[src/rtl/state_feeder_pkg.sv]
// Shared constants and FSM encoding for the AES state feeder.
package state_feeder_pkg;

    localparam int NUM_ROWS = 4;
    localparam int NUM_COLS = 4;
    localparam int STATE_W  = 128;

    localparam logic [1:0] S_IDLE  = 2'd0;
    localparam logic [1:0] S_SHIFT = 2'd1;
    localparam logic [1:0] S_WAIT  = 2'd2;
    localparam logic [1:0] S_DRAIN = 2'd3;

endpackage

[src/rtl/state_feeder_byte_sel.sv]
// state_byte_sel: picks byte (row, col) of a column-major 128-bit AES state.
module state_byte_sel
    import state_feeder_pkg::*;
(
    input  logic [STATE_W-1:0] block,
    input  logic [1:0]         row,
    input  logic [1:0]         col,
    output logic [7:0]         sel_byte
);

    logic [3:0] idx;
    logic [6:0] lsb;

    // Byte i sits at [127-8i -: 8]; i = 4*col + row.
    assign idx      = {col, row};
    assign lsb      = 7'd120 - {idx, 3'b000};
    assign sel_byte = block[lsb +: 8];

endmodule

[src/rtl/state_feeder.sv]
// Feeds an AES state column-by-column into a PE array and returns the psums.
// Optional block counter output enabled by STATE_FEEDER_STATS_EN.
module state_feeder
    import state_feeder_pkg::*;
#(
    parameter int NUM_ROWS = state_feeder_pkg::NUM_ROWS,
    parameter int NUM_COLS = state_feeder_pkg::NUM_COLS
) (
    input  logic               clk,
    input  logic               rst,
    input  logic               in_valid,
    output logic               in_ready,
    input  logic [STATE_W-1:0] in_block,
    output logic               pe_en,
    output logic               shift_in_en,
    output logic [31:0]        west_data,
    input  logic               array_done,
    input  logic [STATE_W-1:0] psum_flat,
    output logic               out_valid,
    input  logic               out_ready,
    output logic [STATE_W-1:0] out_block,
`ifdef STATE_FEEDER_STATS_EN
    output logic [15:0]        blk_count,
`endif
    output logic               busy
);

    logic [1:0]         state;
    logic [1:0]         k;
    logic [STATE_W-1:0] blk;
    logic [STATE_W-1:0] out_q;
    logic [1:0]         col_sel;
    logic               shifting;

    assign shifting    = (state == S_SHIFT);
    assign in_ready    = (state == S_IDLE);
    assign busy        = (state != S_IDLE);
    assign out_valid   = (state == S_DRAIN);
    assign pe_en       = shifting;
    assign shift_in_en = shifting;
    assign out_block   = out_q;

    // Last column goes in first so column c lands in PE column c.
    assign col_sel = 2'(NUM_COLS - 1) - k;

    for (genvar r = 0; r < NUM_ROWS; r++) begin : g_row
        logic [7:0] b;

        state_byte_sel u_sel (
            .block    (blk),
            .row      (2'(r)),
            .col      (col_sel),
            .sel_byte (b)
        );

        assign west_data[8*r +: 8] = shifting ? b : 8'h00;
    end

    always_ff @(posedge clk) begin
        if (rst) begin
            state <= S_IDLE;
            k     <= 2'd0;
            blk   <= '0;
            out_q <= '0;
        end else begin
            unique case (state)
                S_IDLE: begin
                    if (in_valid) begin
                        blk   <= in_block;
                        k     <= 2'd0;
                        state <= S_SHIFT;
                    end
                end
                S_SHIFT: begin
                    if (k == 2'd3) state <= S_WAIT;
                    else           k     <= k + 2'd1;
                end
                S_WAIT: begin
                    if (array_done) begin
                        out_q <= psum_flat;
                        state <= S_DRAIN;
                    end
                end
                S_DRAIN: begin
                    if (out_ready) state <= S_IDLE;
                end
                default: state <= S_IDLE;
            endcase
        end
    end

`ifdef STATE_FEEDER_STATS_EN
    logic [15:0] blk_count_q;

    always_ff @(posedge clk) begin
        if (rst)
            blk_count_q <= 16'd0;
        else if (out_valid && out_ready)
            blk_count_q <= blk_count_q + 16'd1;
    end

    assign blk_count = blk_count_q;
`endif

endmodule

[config.mk]
export PLATFORM = sky130hd
export DESIGN_NAME = state_feeder
export DESIGN_NICKNAME = d
export VERILOG_FILES = /design/src/rtl/state_feeder_pkg.sv /design/src/rtl/state_feeder_byte_sel.sv /design/src/rtl/state_feeder.sv
export SDC_FILE = /design/constraint.sdc
export NUM_CORES = 1
export LEC_CHECK = 0
export BUFFER_PORTS_ARGS = -buffer_cell sky130_fd_sc_hd__clkbuf_2
export CAP_MARGIN = 20
export CORE_AREA = 2 2 164 166
export DETAILED_ROUTE_END_ITERATION = 10
export DIE_AREA = 0 0 166 168
export PLACE_DENSITY_LB_ADDON = 0.12
export SKIP_CTS_REPAIR_TIMING = 1
export SKIP_LAST_GASP = 1
export SLEW_MARGIN = 5
export SYNTH_ARGS = -nofsm -noshare
export SYNTH_HDL_FRONTEND = slang
export SYNTH_SLANG_ARGS = --single-unit
[constraint.sdc]
create_clock -name clk -period 2.4 [get_ports clk]
set_input_delay 0 -clock clk [delete_from_list [all_inputs] [get_ports clk]]
set_output_delay 0 -clock clk [all_outputs]
set_load 0.005 [all_outputs]
# == After elaboration in Yosys (flattened, before gate mapping) ==
# Index checks and enable logic that the tools add are counted.
# op_classes
reduce_logical,7
n_mux,12
add_sub_neg,6
eq_ne,9
n_shift,4
# op_table
operator,n
128-bit by 8-bit indexed part select with 8-bit output,4
8-bit two-way mux,4
7-bit subtractor (first input constant),4
2-bit two-way mux,6
2-bit case mux with 4 select lines,1
2-bit equality test (second input constant),3
2-bit inequality test (second input constant),3
2-bit by 1-bit inequality test with 1-bit output (second input constant),2
2-bit case mux with 2 select lines,1
2-bit AND reduction,2
4-bit AND reduction,1
2-bit nonzero test,2
3-bit AND reduction,1
2-bit by 1-bit adder with 2-bit output (second input constant),1
2-bit by 1-bit equality test with 1-bit output (second input constant),1
2-bit zero test,1
2-bit subtractor (first input constant),1
# word_totals
out_inout_bits,165
inputBits,261
reg_bits,260

# == Longest topological paths before layout ==
# depth
depth_word,4
ltp_mapped,7
depth_no_buf,5

# == Hierarchy ==
# A second synthesis with hierarchy kept.
# unflattened
cells_unflattened,1472
area_unflattened_um2,13571.8
# by_module_without_submodules
module,area_per_inst_um2,cells_each,n_inst,seq_area_each_um2
state_feeder,9437.8,1192,1,5205.0
state_byte_sel,1033.5,70,4,0.0

# == Worst setup path after synthesis ==
# Ideal clock, no wire load.
# synth_timing
kind,reg-to-reg
start,reg state[0]
end,reg state[0]
synth_period_minus_slack_ps,1477
path_slack_ps,923
required_ps,2328
t_arrival_ps,1405
path_stages_with_launch,6
n_path_buf,0
path_cell_list,dfxtp_1 -> inv_1 -> ha_1 -> nor2b_1 -> nor4_2 -> mux2i_1
# synth_via
elab_chain_cells,3
word_cells_on_any_way,10
cone_classes,7 x eq/ne; 1 x mux; 2 x reduce/logical
# synth_lines
element,line_no,source
from (decl),state_feeder.sv:28,logic [1:0] state;
from (signal assigned),state_feeder.sv:61,state <= S_IDLE;
from (signal assigned),state_feeder.sv:71,state <= S_SHIFT;
from (signal assigned),state_feeder.sv:75,if (k == 2'd3) state <= S_WAIT;
2-bit zero test *,--,
via in_ready,state_feeder.sv:12,"output logic in_ready,"
2-bit inequality test (no line),--,
4-bit AND reduction (no line),--,
# The timed path passes the listed nets; every way through them passes the cells marked *.
# A chain may end at the register's enable or synchronous reset.

# == Worst setup path in the final report ==
# layout_timing
start,reg state[1]
end,out west_data[22]
# layout_via
elab_chain_cells,2
# layout_lines
element,line_no,source
2-bit by 1-bit equality test with 1-bit output,state_feeder.sv:35,assign shifting = (state == S_SHIFT);
8-bit two-way mux,state_feeder.sv:56,assign west_data[8*r +: 8] = shifting ? b : 8'h00;
to (decl),state_feeder.sv:16,"output logic [31:0] west_data,"
# Every way passes these cells.

==> summary.md <==
| Metric | Value |
|---|---|
| Inserted Clock Buffers | `28` |
| GRT overflow | `0` |
| Achievable Freq | `450 MHz` |
| Tmin final | `2.22 ns` |
| Core Rows | `60` |
| Die area | `27,900 um^2` |
| Hold Crit Endpoint | `state[0]` |
| Global-route wire length before repair | `48.8 mm` |
| RR Startpoint | `state[0]` |
| Dominant cell type by area after synthesis | `dfxtp_1` |
| Design Power | `13.1 mW` |
| 1st-iter DRT viols | `659` |
| Placement Cell Area | `12,500 um^2` |
| Finished Layout Cells | `2,228` |
| Worst Path Max Fanout | `18` |
| Distinct cells, synth | `24` |
| Routed WL | `35.1 mm` |
| Via count | `10,700` |
| Syn nets | `1,493` |
| CTS sink cnt | `260` |
| Initial antenna violation count | `3` |
| Die height | `168 um` |
| Critical path arrival | `2.22 ns` |
| Area growth, synth to finish | `59.1%` |
| Top cells by area, synth | `dfxtp_1 52%, nand2_1 19%, a21oi_1 13%` |
| R2r setup slk | `0.53 ns` |
| Drt pass-1 iters | `7` |
| Crit. End Element | `output pin` |
| PortBufs | `425` |
| CTS tree | `yes` |
| GRT Resource Usage Total | `0.217` |
| CP cell instances | `inv_1 > ha_1 > buf_4 > buf_4 > and2_1 > clkbuf_2` |
| Design Area, Final | `16,000 um^2` |
| Filler cells | `2,357` |
| Failing checks | `negative hold slack` |
| Flop and latch count out of synthesis | `260` |
| WS Path Type | `reg -> out` |
| Max VDD drop | `0.000562 V` |
| Most common cell on crit path | `buf_4` |
| Final hold violation count | `2` |
| Slowest stage delay, CP | `0.37 ns` |
| Share of cells above drive strength 1 | `0.279` |
| # setup viols final | `0` |
| # IOs | `426` |
| Nets | `2,131` |
| Placed Cells | `1,918` |
| Reg2Reg Depth | `6` |
| Class of the worst hold path | `in -> reg` |
| Final RePlAce weighted congestion | `0.800` |
| Clk Latency, worst-skew pair | `0.53 ns` |
| Detailed-route DRC error count | `0` |
| Initial Utilization | `0.382` |
| Post-synth design cell area | `10,100 um^2` |
| Storage element area | `5210 um^2` |
| Longest Clk Path Bufs | `3` |
| H-tree levels | `1` |
| Largest net degree at the start of global routing | `89` |
| Slew Limit Headroom | `0.595` |
| Reg2reg end | `blk[15]` |
| Number of flops mapped to enable cells by yosys | `0` |
| Final design utilization | `0.607` |
| HPWL after DPL | `23.0 mm` |
| Cells after Synth | `1,227` |
| Critical-path top delay cell | `ha_1` |
| Synth top area share | `0.517` |
| Worst Tran Pin Value | `0.607 ns` |
| Power per cell area | `821 nW/um^2` |
| Horiz. Die Dim | `166 um` |
| Ys Warns | `0` |
| Mean Syn Cell Area | `8.20 um^2` |
| Post-synth ARST share | `0` |
| Worst Hold Depth | `4` |
| Hold_ws | `-0.0285 ns` |
| Leakage | `6.86 nW` |
| Worst setup SP type | `flip-flop` |
| Worst Path Required | `2.40 ns` |
| Unrepaired setup endpoints after global routing | `no` |
| Crit share post-route | `0.926` |
| Max-slew violations | `0` |
| Post-synth top flop | `dfxtp_1` |
| Worst hold start | `array_done` |
| Drt via density | `4.79` |
| Layout Skew | `0.00885 ns` |
| Area occupied by multi-input gates | `4400 um^2` |
| Root Buffer | `clkbuf_16` |
| Post-DRT Antenna Nets | `0` |
| CP Launch Point | `state[1]` |
| Wire per inst | `15.8 um` |
| Part of the Yosys area used for sequential elements | `0.517` |
| Clock transition at path regs | `0.06 ns` |
| Status | `finished, violations left` |
| Final setup TNS | `0 ns` |
| Core Area | `26,400 um^2` |
| Vias in the first global route | `8,694` |
| Max-cap viol count | `0` |
==> cells by family (layout without fill, tap and decap cells) <==
family | count (synthesis) | count (layout) | share of synthesized area
compound gates | 263 | 263 | 0.132
other cells | 0 | 2 | 0
buf+inv | 102 | 760 | 0.0480
mux | 34 | 34 | 0.0751
fa+ha+maj | 5 | 5 | 0.00622
simple gates | 563 | 563 | 0.222
flops | 260 | 260 | 0.517
==> critical path, delay by kind of cell (launching register included) <==
family / cells / cell delay [ns]
DFF: 1 / 0.34
and+or+nand+nor: 1 / 0.17
buffers and inverters: 4 / 0.79
adders and majority gates: 1 / 0.37
==> how the worst max path moves through the flow <==
stage	to	cells after the start
final	west_data[22]	6
after global routing	west_data[15]	6
after CTS	west_data[22]	6
after detailed placement	blk[6]	6
after global placement	blk[71]	6
after floorplan	state[0]	5
==> synth_stat cells, types with 2 or more instances <==
| cell type | count |
|---|---|
| nand2_1 | 519 |
| buf_2 | 36 |
| clkbuf_1 | 40 |
| nor2b_1 | 6 |
| ha_1 | 5 |
| mux2i_1 | 2 |
| inv_1 | 4 |
| mux4_2 | 28 |
| buf_1 | 17 |
| o21ai_0 | 4 |
| and2_1 | 35 |
| mux4_1 | 4 |
| buf_12 | 2 |
| dfxtp_1 | 260 |
| a21oi_1 | 256 |
==> area by class of cell <==
cell class	count	area share
diodes	2	0.000313
clock inverters	5	0.00313
well taps	341	0.0267
flip-flops and latches	260	0.325
multi-input cells	865	0.275
repair buffers	706	0.315
inverters	4	0.000938
clock buffers	45	0.0541
==> layer usage <==
metal / share of wire / wire length [um] / vias up / GRT usage
met2: 0.49 / 17300 / 359 / 0.362
met5: 0.00037 / 13 / - / 0
met1: 0.42 / 14800 / 4981 / 0.268
met4: 0.020 / 715 / 2 / 0.0578
li1: - / - / 5286 / -
met3: 0.066 / 2310 / 55 / 0.0759
==> where the power goes <==
part / switching [mW] / total (mW) / internal, mW
clock: 1.73 / 4.29 / 2.56
sequential: 0.308 / 5.24 / 4.93
combinational: 1.97 / 3.61 / 1.64
total: 4.01 / 13.1 / 9.13
==> flip-flops by register name, summed over array words and instances (netlist names) <==
| signal | flops |
|---|---|
| k | 2 |
| blk | 128 |
| out_block | 128 |
| state | 2 |
==> placed cells by master (no fill, tap or decap), drive strengths merged <==
cell type,count
nor2b,6
nor4,1
clkinv,4
a21oi,256
clkbuf,470
o21ai,4
ha,5
or2,1
a32o,1
bufinv,1
dfxtp,260
inv,4
dlygate4sd3,258
and2,35
mux4,32
mux2i,2
diode,2
buf,23
o21bai,1
nand2,519
and3b,1
a31oi,1
==> metrics by stage <==
stage	hold slack (ns)	setup WS, ns
global placement	0.223	0.591
CTS	-0.340	0.119
detailed placement	0.228	0.524
finish	-0.0285	0.179
global route	0.00821	0.0119
floorplan	0.136	0.923
(Power assumes the default switching activity.)
